==> config.mk <==
export PLATFORM = sky130hd
export DESIGN_NAME = pc_branch_unit
export DESIGN_NICKNAME = d
export VERILOG_FILES = /design/src/rtl/pc_branch_unit.sv
export SDC_FILE = /design/constraint.sdc
export NUM_CORES = 1
export LEC_CHECK = 0
export ABC_AREA = 1
export CELL_PAD_IN_SITES_DETAIL_PLACEMENT = 1
export CELL_PAD_IN_SITES_GLOBAL_PLACEMENT = 1
export CORE_MARGIN = 3
export CORE_UTILIZATION = 34
export CTS_CLUSTER_DIAMETER = 80
export DETAILED_ROUTE_END_ITERATION = 8
export PLACE_DENSITY_LB_ADDON = 0.1
export SLEW_MARGIN = 20
export SYNTH_ARGS = -nofsm -noshare
export SYNTH_HDL_FRONTEND = slang
export SYNTH_SLANG_ARGS = --single-unit
==> constraint.sdc <==
create_clock -name clk -period 2.85 [get_ports clk]
set_input_delay 0.7125 -clock clk [delete_from_list [all_inputs] [get_ports clk]]
set_output_delay 0.7125 -clock clk [all_outputs]
set_load 0.1 [all_outputs]
==> src/rtl/pc_branch_unit.sv <==
// Program counter and control-transfer stage for the 16-bit single-cycle core.
// Owns the architectural PC, evaluates branch conditions against the ALU's
// registered N/Z/V flags, tracks the RUN/HALT state and counts taken
// transfers with a saturating counter.
//
// Flow control: there is no valid/ready pair on this block. Every rising edge
// with stall=0 consumes the decoder's control fields for the instruction at
// pc. A cycle with stall=1 consumes nothing and all state holds. rst=1 takes
// priority over stall and over every control input.
module pc_branch_unit #(
  parameter logic [15:0] RESET_PC = 16'h0000,
  parameter int          CNT_W    = 16
) (
  input  logic             clk,
  input  logic             rst,
  input  logic             stall,
  input  logic             br,
  input  logic             jal,
  input  logic             jr,
  input  logic             hlt,
  input  logic [2:0]       cond,
  input  logic [8:0]       br_off,
  input  logic [11:0]      jmp_off,
  input  logic [15:0]      jr_target,
  input  logic             N,
  input  logic             Z,
  input  logic             V,
  output logic [15:0]      pc,
  output logic [15:0]      pc_plus1,
  output logic             prev_br_ctrl,
  output logic             halted,
  output logic [CNT_W-1:0] taken_cnt,
  output logic             dbg_state
);

  typedef enum logic {
    S_RUN  = 1'b0,
    S_HALT = 1'b1
  } state_t;

  state_t      state;
  state_t      state_nxt;
  logic        run_active;
  logic        take;
  logic        taken;
  logic [15:0] pc_nxt;
  logic [15:0] br_off_ext;
  logic [15:0] jmp_off_ext;

  // Offsets are in words and signed; widen them to the PC width.
  assign br_off_ext  = {{7{br_off[8]}}, br_off};
  assign jmp_off_ext = {{4{jmp_off[11]}}, jmp_off};
  assign pc_plus1    = pc + 16'd1;

  // State register: reset wins, a stall freezes the state.
  always_ff @(posedge clk) begin
    if (rst) begin
      state <= S_RUN;
    end else if (!stall) begin
      state <= state_nxt;
    end
  end

  // Next state: an accepted hlt enters HALT; only reset leaves it.
  always_comb begin
    state_nxt = state;
    if (state == S_RUN && hlt) begin
      state_nxt = S_HALT;
    end
  end

  // FSM outputs: halted comes straight from the state register.
  always_comb begin
    halted     = (state == S_HALT);
    dbg_state  = state;
    run_active = (state == S_RUN) && !stall;
  end

  // Branch condition evaluation from the registered ALU flags.
  always_comb begin
    take = 1'b0;
    case (cond)
      3'b000:  take = !Z;
      3'b001:  take = Z;
      3'b010:  take = !Z && !N;
      3'b011:  take = N;
      3'b100:  take = Z || !N;
      3'b101:  take = N || Z;
      3'b110:  take = V;
      default: take = 1'b1;
    endcase
  end

  // Next PC in RUN: hlt > jr > jal > taken br > sequential.
  always_comb begin
    pc_nxt = pc_plus1;
    taken  = 1'b0;
    if (hlt) begin
      pc_nxt = pc;
    end else if (jr) begin
      pc_nxt = jr_target;
      taken  = 1'b1;
    end else if (jal) begin
      pc_nxt = pc_plus1 + jmp_off_ext;
      taken  = 1'b1;
    end else if (br && take) begin
      pc_nxt = pc_plus1 + br_off_ext;
      taken  = 1'b1;
    end
  end

  // PC, flag-hold qualifier and taken counter; HALT freezes pc and clears
  // the qualifier, a stall holds everything.
  always_ff @(posedge clk) begin
    if (rst) begin
      pc           <= RESET_PC;
      prev_br_ctrl <= 1'b0;
      taken_cnt    <= '0;
    end else if (run_active) begin
      pc           <= pc_nxt;
      prev_br_ctrl <= taken;
      if (taken && !(&taken_cnt)) begin
        taken_cnt <= taken_cnt + {{(CNT_W-1){1'b0}}, 1'b1};
      end
    end else if (!stall) begin
      prev_br_ctrl <= 1'b0;
    end
  end

endmodule

==> run summary, run 1 <==
Status: complete, no violations
CTS Hold Buffers Added: 0
Max Cap Viol: 0
Clock slew at reported path FFs: 0.06 ns
Post-DRT Antenna Nets: 0
Finished Core Util: 58.3%
Crit Path Max Fanout: 3
Crit Path Class: reg2reg
Worst r2r src: pc[6]$_SDFFE_PP0P_
Sequential element share of the synthesized area: 16.6%
Number of global-route vias before repair: 5683
Critical Path End Type: flip-flop
Hold WS: 0.497 ns
# port buffers: 100
Most area-consuming cells after synthesis: nand2_1 18%, dfxtp_1 17%, ha_1 11%, a21oi_1 8.8%, nor2_1 7.5%
Achievable Freq: 357 MHz
H-tree depth: 2
Synthesized area: 0.00411 mm²
Reg2reg setup slack: 0.05 ns
Iteration count of the initial detailed-routing pass: 4
Vias: 5350
Final Skew: 0.00472 ns
Layout cells sized above 1: 30.1%
Largest net degree at the start of global routing: 31
Worst reg2reg path depth: 16
Routed length per placed instance: 18.5 µm
DIE WIDTH: 116 µm
Max Slew Vio Count: 0
Critical Path Start: pc[6]$_SDFFE_PP0P_
Commonest non-fill, non-tap cell in the layout: nand2_1
Hold path depth: 2
Crit path time final: 2.80 ns
HP Class: reg2reg
Mean post-synth cell area: 5.91 µm²
CTS tree: yes
Count of cell types in the netlist: 46
Worst setup SP type: flip-flop
Endpoints failing hold: 0
Post-Syn Instances: 695
First-pass GRT wire length: 28900 µm
CTS Buf Count: 5
DP HPWL: 14800 µm
Final WL: 18700 µm
GRT Util Overall: 27.2%
Worst Tran Pin Value: 0.611 ns
Flops & latches, synth: 34
Diodes inserted: 0
Clk buf depth: 2
DR vias/cell: 5.28
Rel. slew slack: 59.1%
Worst reg2reg endpoint: pc[10]$_SDFFE_PP0P_
Total core area: 0.0116 mm²
Area delta synth->final: 64.8%
Die Footprint: 0.0134 mm²
Fraction of registers with async set or reset after synthesis: 0%
Grt total ovfl: 0
PD cells: 350 mW/mm²
Post-synth EDFFs: 0
Synth area leader: nand2_1
Non-Filler Instances: 1014
Most frequent cells in the layout: 182 x nand2_1, 117 x buf_4, 71 x nor2_1, 68 x inv_1, 61 x a21oi_1
Syn_nets: 784
Die H: 116 µm
Row cnt: 39
RSZ-0062 raised after global routing: yes
Synth top area share: 18.3%
Initial antenna violation count: 0
Placed cells: 998
Placement Setup Slack: -0.127 ns
Crit path arrival time: 2.96 ns
Worst-skew pair later-pin latency: 0.28 ns
CP endpoint: pc[10]$_SDFFE_PP0P_
CTS root buf: clkbuf_16
Total I/O pin count: 101
Worst setup margin: 0.0508 ns
Main flop type after synthesis: dfxtp_1
Critical Path RT: 3.01 ns
Initial Utilization: 35.4%
Period utilisation layout: 98.2%
Residual DRC count: 0
Leakage Power: 3.03 nW
Max VDD drop: 254 µV
Yosys warns: 0
GPL Wtd Cong: 0.929
DR iter-0 viols: 347
Final setup fails: 0
Net count, final: 959
Clock sinks: 34
==> metal layers <==
metal  part of all wire [%]  vias to the layer above  GRT usage (%)  wire (µm)
li1                       -                     2609              -          -
met1                     45                     2600           34.8       8380
met2                     50                      114           48.6       9410
met3                    3.3                       27           3.13        610
met4                    1.7                        0           6.57        323
met5                      0                        -              0          0
==> report_power, final <==
group | internal [mW] | total [mW] | switching [mW]
clock | 0.468 | 0.698 | 0.231
sequential | 0.492 | 0.515 | 0.0233
combinational | 0.441 | 1.16 | 0.717
==> cells in the mapped netlist, types with 2 or more instances <==
cell and instances:
a21o_1 3, a21oi_1 72, a221oi_1 2, a31oi_1 2, buf_1 2, buf_2 2
buf_6 2, clkbuf_1 8, clkinv_1 2, dfxtp_1 34, fa_1 2, ha_1 37
inv_1 79, nand2_1 200, nand2_2 3, nand3_1 59, nand3b_1 4, nand4_1 7
nor2_1 82, nor2_2 4, nor3_1 3, o211ai_1 5, o21a_1 2, o21ai_0 25
o21ai_1 3, o21bai_1 7, xnor2_1 5, xor2_1 21
==> final cells by class <==
type / instances / area (µm²)
inverters: 83 / 340
flip-flops and latches: 34 / 709
repair buffers: 183 / 1670
multi-input cells: 563 / 3680
well taps: 143 / 179
fillers: 1530 / 4840
clock inverters: 2 / 38.8
clock buffers: 6 / 150
==> flip-flops by register name, summed over array words and instances (netlist names) <==
register,cells
pc,16
taken_cnt,16
dbg_state,1
prev_br_ctrl,1
==> worst min path at each step <==
stage	startpoint	to	slack [ns]
5_1_grt	pc[8]$_SDFFE_PP0P_	pc[8]$_SDFFE_PP0P_	0.52
2_1_floorplan	pc[4]$_SDFFE_PP0P_	pc[4]$_SDFFE_PP0P_	0.63
6_report	pc[7]$_SDFFE_PP0P_	pc[7]$_SDFFE_PP0P_	0.50
3_5_place_dp	prev_br_ctrl$_SDFFE_PP0P_	prev_br_ctrl$_SDFFE_PP0P_	0.49
4_1_cts	pc[7]$_SDFFE_PP0P_	pc[7]$_SDFFE_PP0P_	0.50
3_3_place_gp	pc[8]$_SDFFE_PP0P_	pc[8]$_SDFFE_PP0P_	0.47
==> worst max-delay path: stages, from the launching register on <==
cell	delay, ns
dfxtp_2	0.33
nand2_1	0.10
nor2_2	0.18
nand2_4	0.08
nor2_4	0.16
buf_4	0.16
xor2_4	0.18
ha_1	0.27
a21o_1	0.18
o21bai_1	0.21
a21oi_1	0.14
nand2_1	0.11
or2_2	0.28
nand2_1	0.07
nand3_1	0.09
nand2_1	0.08
a21oi_1	0.06
==> repair_timing <==
item	in CTS	in global routing
endpoints found under the setup margin	9	14
gates cloned	0	0
pin swaps	9	23
setup buffers	3	6
resized for setup	20	61
endpoints found under the hold margin	0	0
==> per-stage QoR <==
stage | area (µm²) | total power, mW | TNS (ns)
floorplan | 4460 | 1.18 | -7.93
global placement | 6160 | 1.56 | -0.284
detailed placement | 6160 | 1.59 | -0.875
CTS | 6470 | 2.32 | 0
global route | 6770 | 2.49 | -0.942
finish | 6770 | 2.37 | 0
==> cells by family (layout without fill, tap and decap cells) <==
kind of cell / count (synthesis) / count (layout) / synth area share, %
xor+xnor: 27 / 27 / 5.94
fa+ha+maj: 39 / 39 / 12.2
buf+inv: 98 / 274 / 9.53
compound gates: 125 / 125 / 17.0
simple gates: 372 / 372 / 38.7
flops: 34 / 34 / 16.6
No activity file was read; power rests on OpenSTA's default activity.
==> inputs of run 2 (changes only) <==
--- a/config.mk
+++ b/config.mk
@@ -6,13 +6,11 @@
 export NUM_CORES = 1
 export LEC_CHECK = 0
 export ABC_AREA = 1
-export CELL_PAD_IN_SITES_DETAIL_PLACEMENT = 1
-export CELL_PAD_IN_SITES_GLOBAL_PLACEMENT = 1
 export CORE_MARGIN = 3
-export CORE_UTILIZATION = 34
+export CORE_UTILIZATION = 45
 export CTS_CLUSTER_DIAMETER = 80
 export DETAILED_ROUTE_END_ITERATION = 8
-export PLACE_DENSITY_LB_ADDON = 0.1
+export PLACE_DENSITY = 0.74
 export SLEW_MARGIN = 20
 export SYNTH_ARGS = -nofsm -noshare
 export SYNTH_HDL_FRONTEND = slang
==> run 2 against run 1 <==
The flow now finishes with violations (setup timing). Critical path depth decreased by 5. Die area is 23% lower. Non-clock buffer count shrank 5. Core utilization increased by 17 points. Clock power decreased by 26%. Clock skew increased by 0.0022 ns. Register-to-register slack got worse by 0.14 ns. Combinational power is essentially flat. Wire length fell by 18%. Global-route usage increased by 1.3 points. Cell count fell by 3.9%. Critical endpoint is now pc_plus1[13].
==> run summary, run 2 (synthesis gave the netlist of run 1 again) <==
Setup TNS: -0.295 ns
Leakage Power: 2.97 nW
DP HPWL: 11800 µm
Post-DRT Antenna Nets: 0
Final Skew: 0.00688 ns
Most frequent cells in the layout: 175 x nand2_1, 109 x buf_4, 74 x nor2_1, 67 x inv_1, 55 x a21oi_1
CTS Buf Count: 5
Seq pwr share: 23.5%
Worst-skew pair later-pin latency: 0.29 ns
Max Cap Viol: 0
DIE WIDTH: 102 µm
Crit Path Class: reg2out
Critical Path RT: 2.14 ns
Row cnt: 34
GPL Wtd Cong: 1.06
GRT Util Overall: 28.5%
Clock sinks: 34
Worst setup margin: -0.108 ns
Die H: 102 µm
PD cells: 326 mW/mm²
Combinational share of power: 52.6%
Number of global-route vias before repair: 5073
CTS Hold Buffers Added: 0
HP Class: reg2reg
Grt total ovfl: 0
Hold path depth: 2
Worst reg2reg path depth: 21
Net count, final: 954
Initial antenna violation count: 0
Crit path arrival time: 2.25 ns
Reg2reg setup slack: -0.09 ns
Crit Path Max Fanout: 4
Final WL: 15400 µm
Die Footprint: 0.0103 mm²
RSZ-0062 raised after global routing: yes
Area delta synth->final: 62.3%
Max VDD drop: 326 µV
Diodes inserted: 0
# port buffers: 100
Routed length per placed instance: 15.8 µm
Net Sw Frac: 42.5%
Layout cells sized above 1: 31.2%
Total I/O pin count: 101
Residual DRC count: 0
Internal Power: 1.25 mW
H-tree depth: 2
First-pass GRT wire length: 23800 µm
Total power: 2.18 mW
Period utilisation layout: 104%
CTS tree: yes
Failing checks: setup timing
Rel. slew slack: 66.0%
CTS root buf: clkbuf_8
Worst r2r src: pc[0]$_SDFFE_PP0P_
Worst reg2reg endpoint: pc[15]$_SDFFE_PP0P_
CP endpoint: pc_plus1[13]
Total core area: 0.00881 mm²
Critical Path End Type: output pin
Max Slew Vio Count: 0
DR vias/cell: 5.45
Endpoints failing hold: 0
Beginning of the worst hold path: pc[8]$_SDFFE_PP0P_
Initial Utilization: 46.7%
Worst setup SP type: flip-flop
M1 WL: 6430 µm
Worst Tran Pin Value: 0.508 ns
Metal2 WL: 7510 µm
Iteration count of the initial detailed-routing pass: 5
Achievable Freq: 338 MHz
Final setup fails: 4
Clock slew at reported path FFs: 0.08 ns
Commonest non-fill, non-tap cell in the layout: nand2_1
Critical Path Start: pc[0]$_SDFFE_PP0P_
Crit path time final: 2.96 ns
Fillcell total: 680
Clk buf depth: 2
Finished Core Util: 75.8%
Clock power frac: 23.8%
Sw power: 926 µW
Biggest registers after layout: pc (16), taken_cnt (16)
Max Used Layer: met4
Vias: 5306
Met3 WL post-DR: 982 µm
Largest net degree at the start of global routing: 31
Status: finished with violations
DR iter-0 viols: 317
## run 2: worst min path at each step
stage                                     end  slack [ns]
floorplan                  pc[4]$_SDFFE_PP0P_        0.63
global placement    prev_br_ctrl$_SDFFE_PP0P_        0.47
detailed placement         pc[7]$_SDFFE_PP0P_        0.48
CTS                        pc[8]$_SDFFE_PP0P_        0.49
global route              pc[10]$_SDFFE_PP0P_        0.52
finish                     pc[8]$_SDFFE_PP0P_        0.49
## run 2: per-layer routing
metal / vias up / global-route usage (%)
li1: 2603 / -
met1: 2427 / 36.3
met2: 230 / 49.1
met3: 46 / 4.48
met4: 0 / 9.41
met5: - / 0
## run 2: what timing repair did
| action | CTS | global route |
|---|---|---|
| cloned | 0 | 0 |
| endpoints found under the hold margin | 0 | 0 |
| resized for setup | 27 | 61 |
| buffers inserted | 8 | 14 |
| pin swaps | 14 | 28 |
| endpoints found under the setup margin | 12 | 15 |
## run 2: metrics by stage
stage,std cells,worst slack [ns],area (µm²),hold slack (ns)
final,974,-0.108,6670,0.493
after global routing,974,-0.233,6670,0.523
after global placement,944,-0.103,5980,0.471
after CTS,960,-0.0316,6340,0.493
after detailed placement,944,-0.199,5980,0.479
after floorplan,695,-0.985,4460,0.629
## run 2: power groups by stage
stage / sequential, mW / combinational, mW / clock, mW
detailed placement: 0.522 / 1.02 / 0
floorplan: 0.641 / 0.536 / 0
global placement: 0.521 / 1.00 / 0
global route: 0.514 / 1.23 / 0.544
finish: 0.512 / 1.15 / 0.519
CTS: 0.512 / 1.06 / 0.526
## run 2: cell type report
class                   count  area (µm²)  share of cell area [%]
repair buffers            178        1670                    25.0
multi-input cells         563        3690                    55.3
well taps                 108         135                    2.03
inverters                  83         340                    5.10
clock inverters             2        38.8                   0.581
clock buffers               6        93.8                    1.41
flip-flops and latches     34         709                    10.6
## run 2: worst max-delay path, cell delays in order, from the launching register on
cell and delay [ns]:
dfxtp_4 0.37, buf_6 0.10, clkinvlp_4 0.09, nor2_4 0.13, nand2_4 0.08, nor2_4 0.18, nand2_2 0.11, xor2_4 0.22
clkinvlp_4 0.22, buf_4 0.18, buf_6 0.11, buf_12 0.15
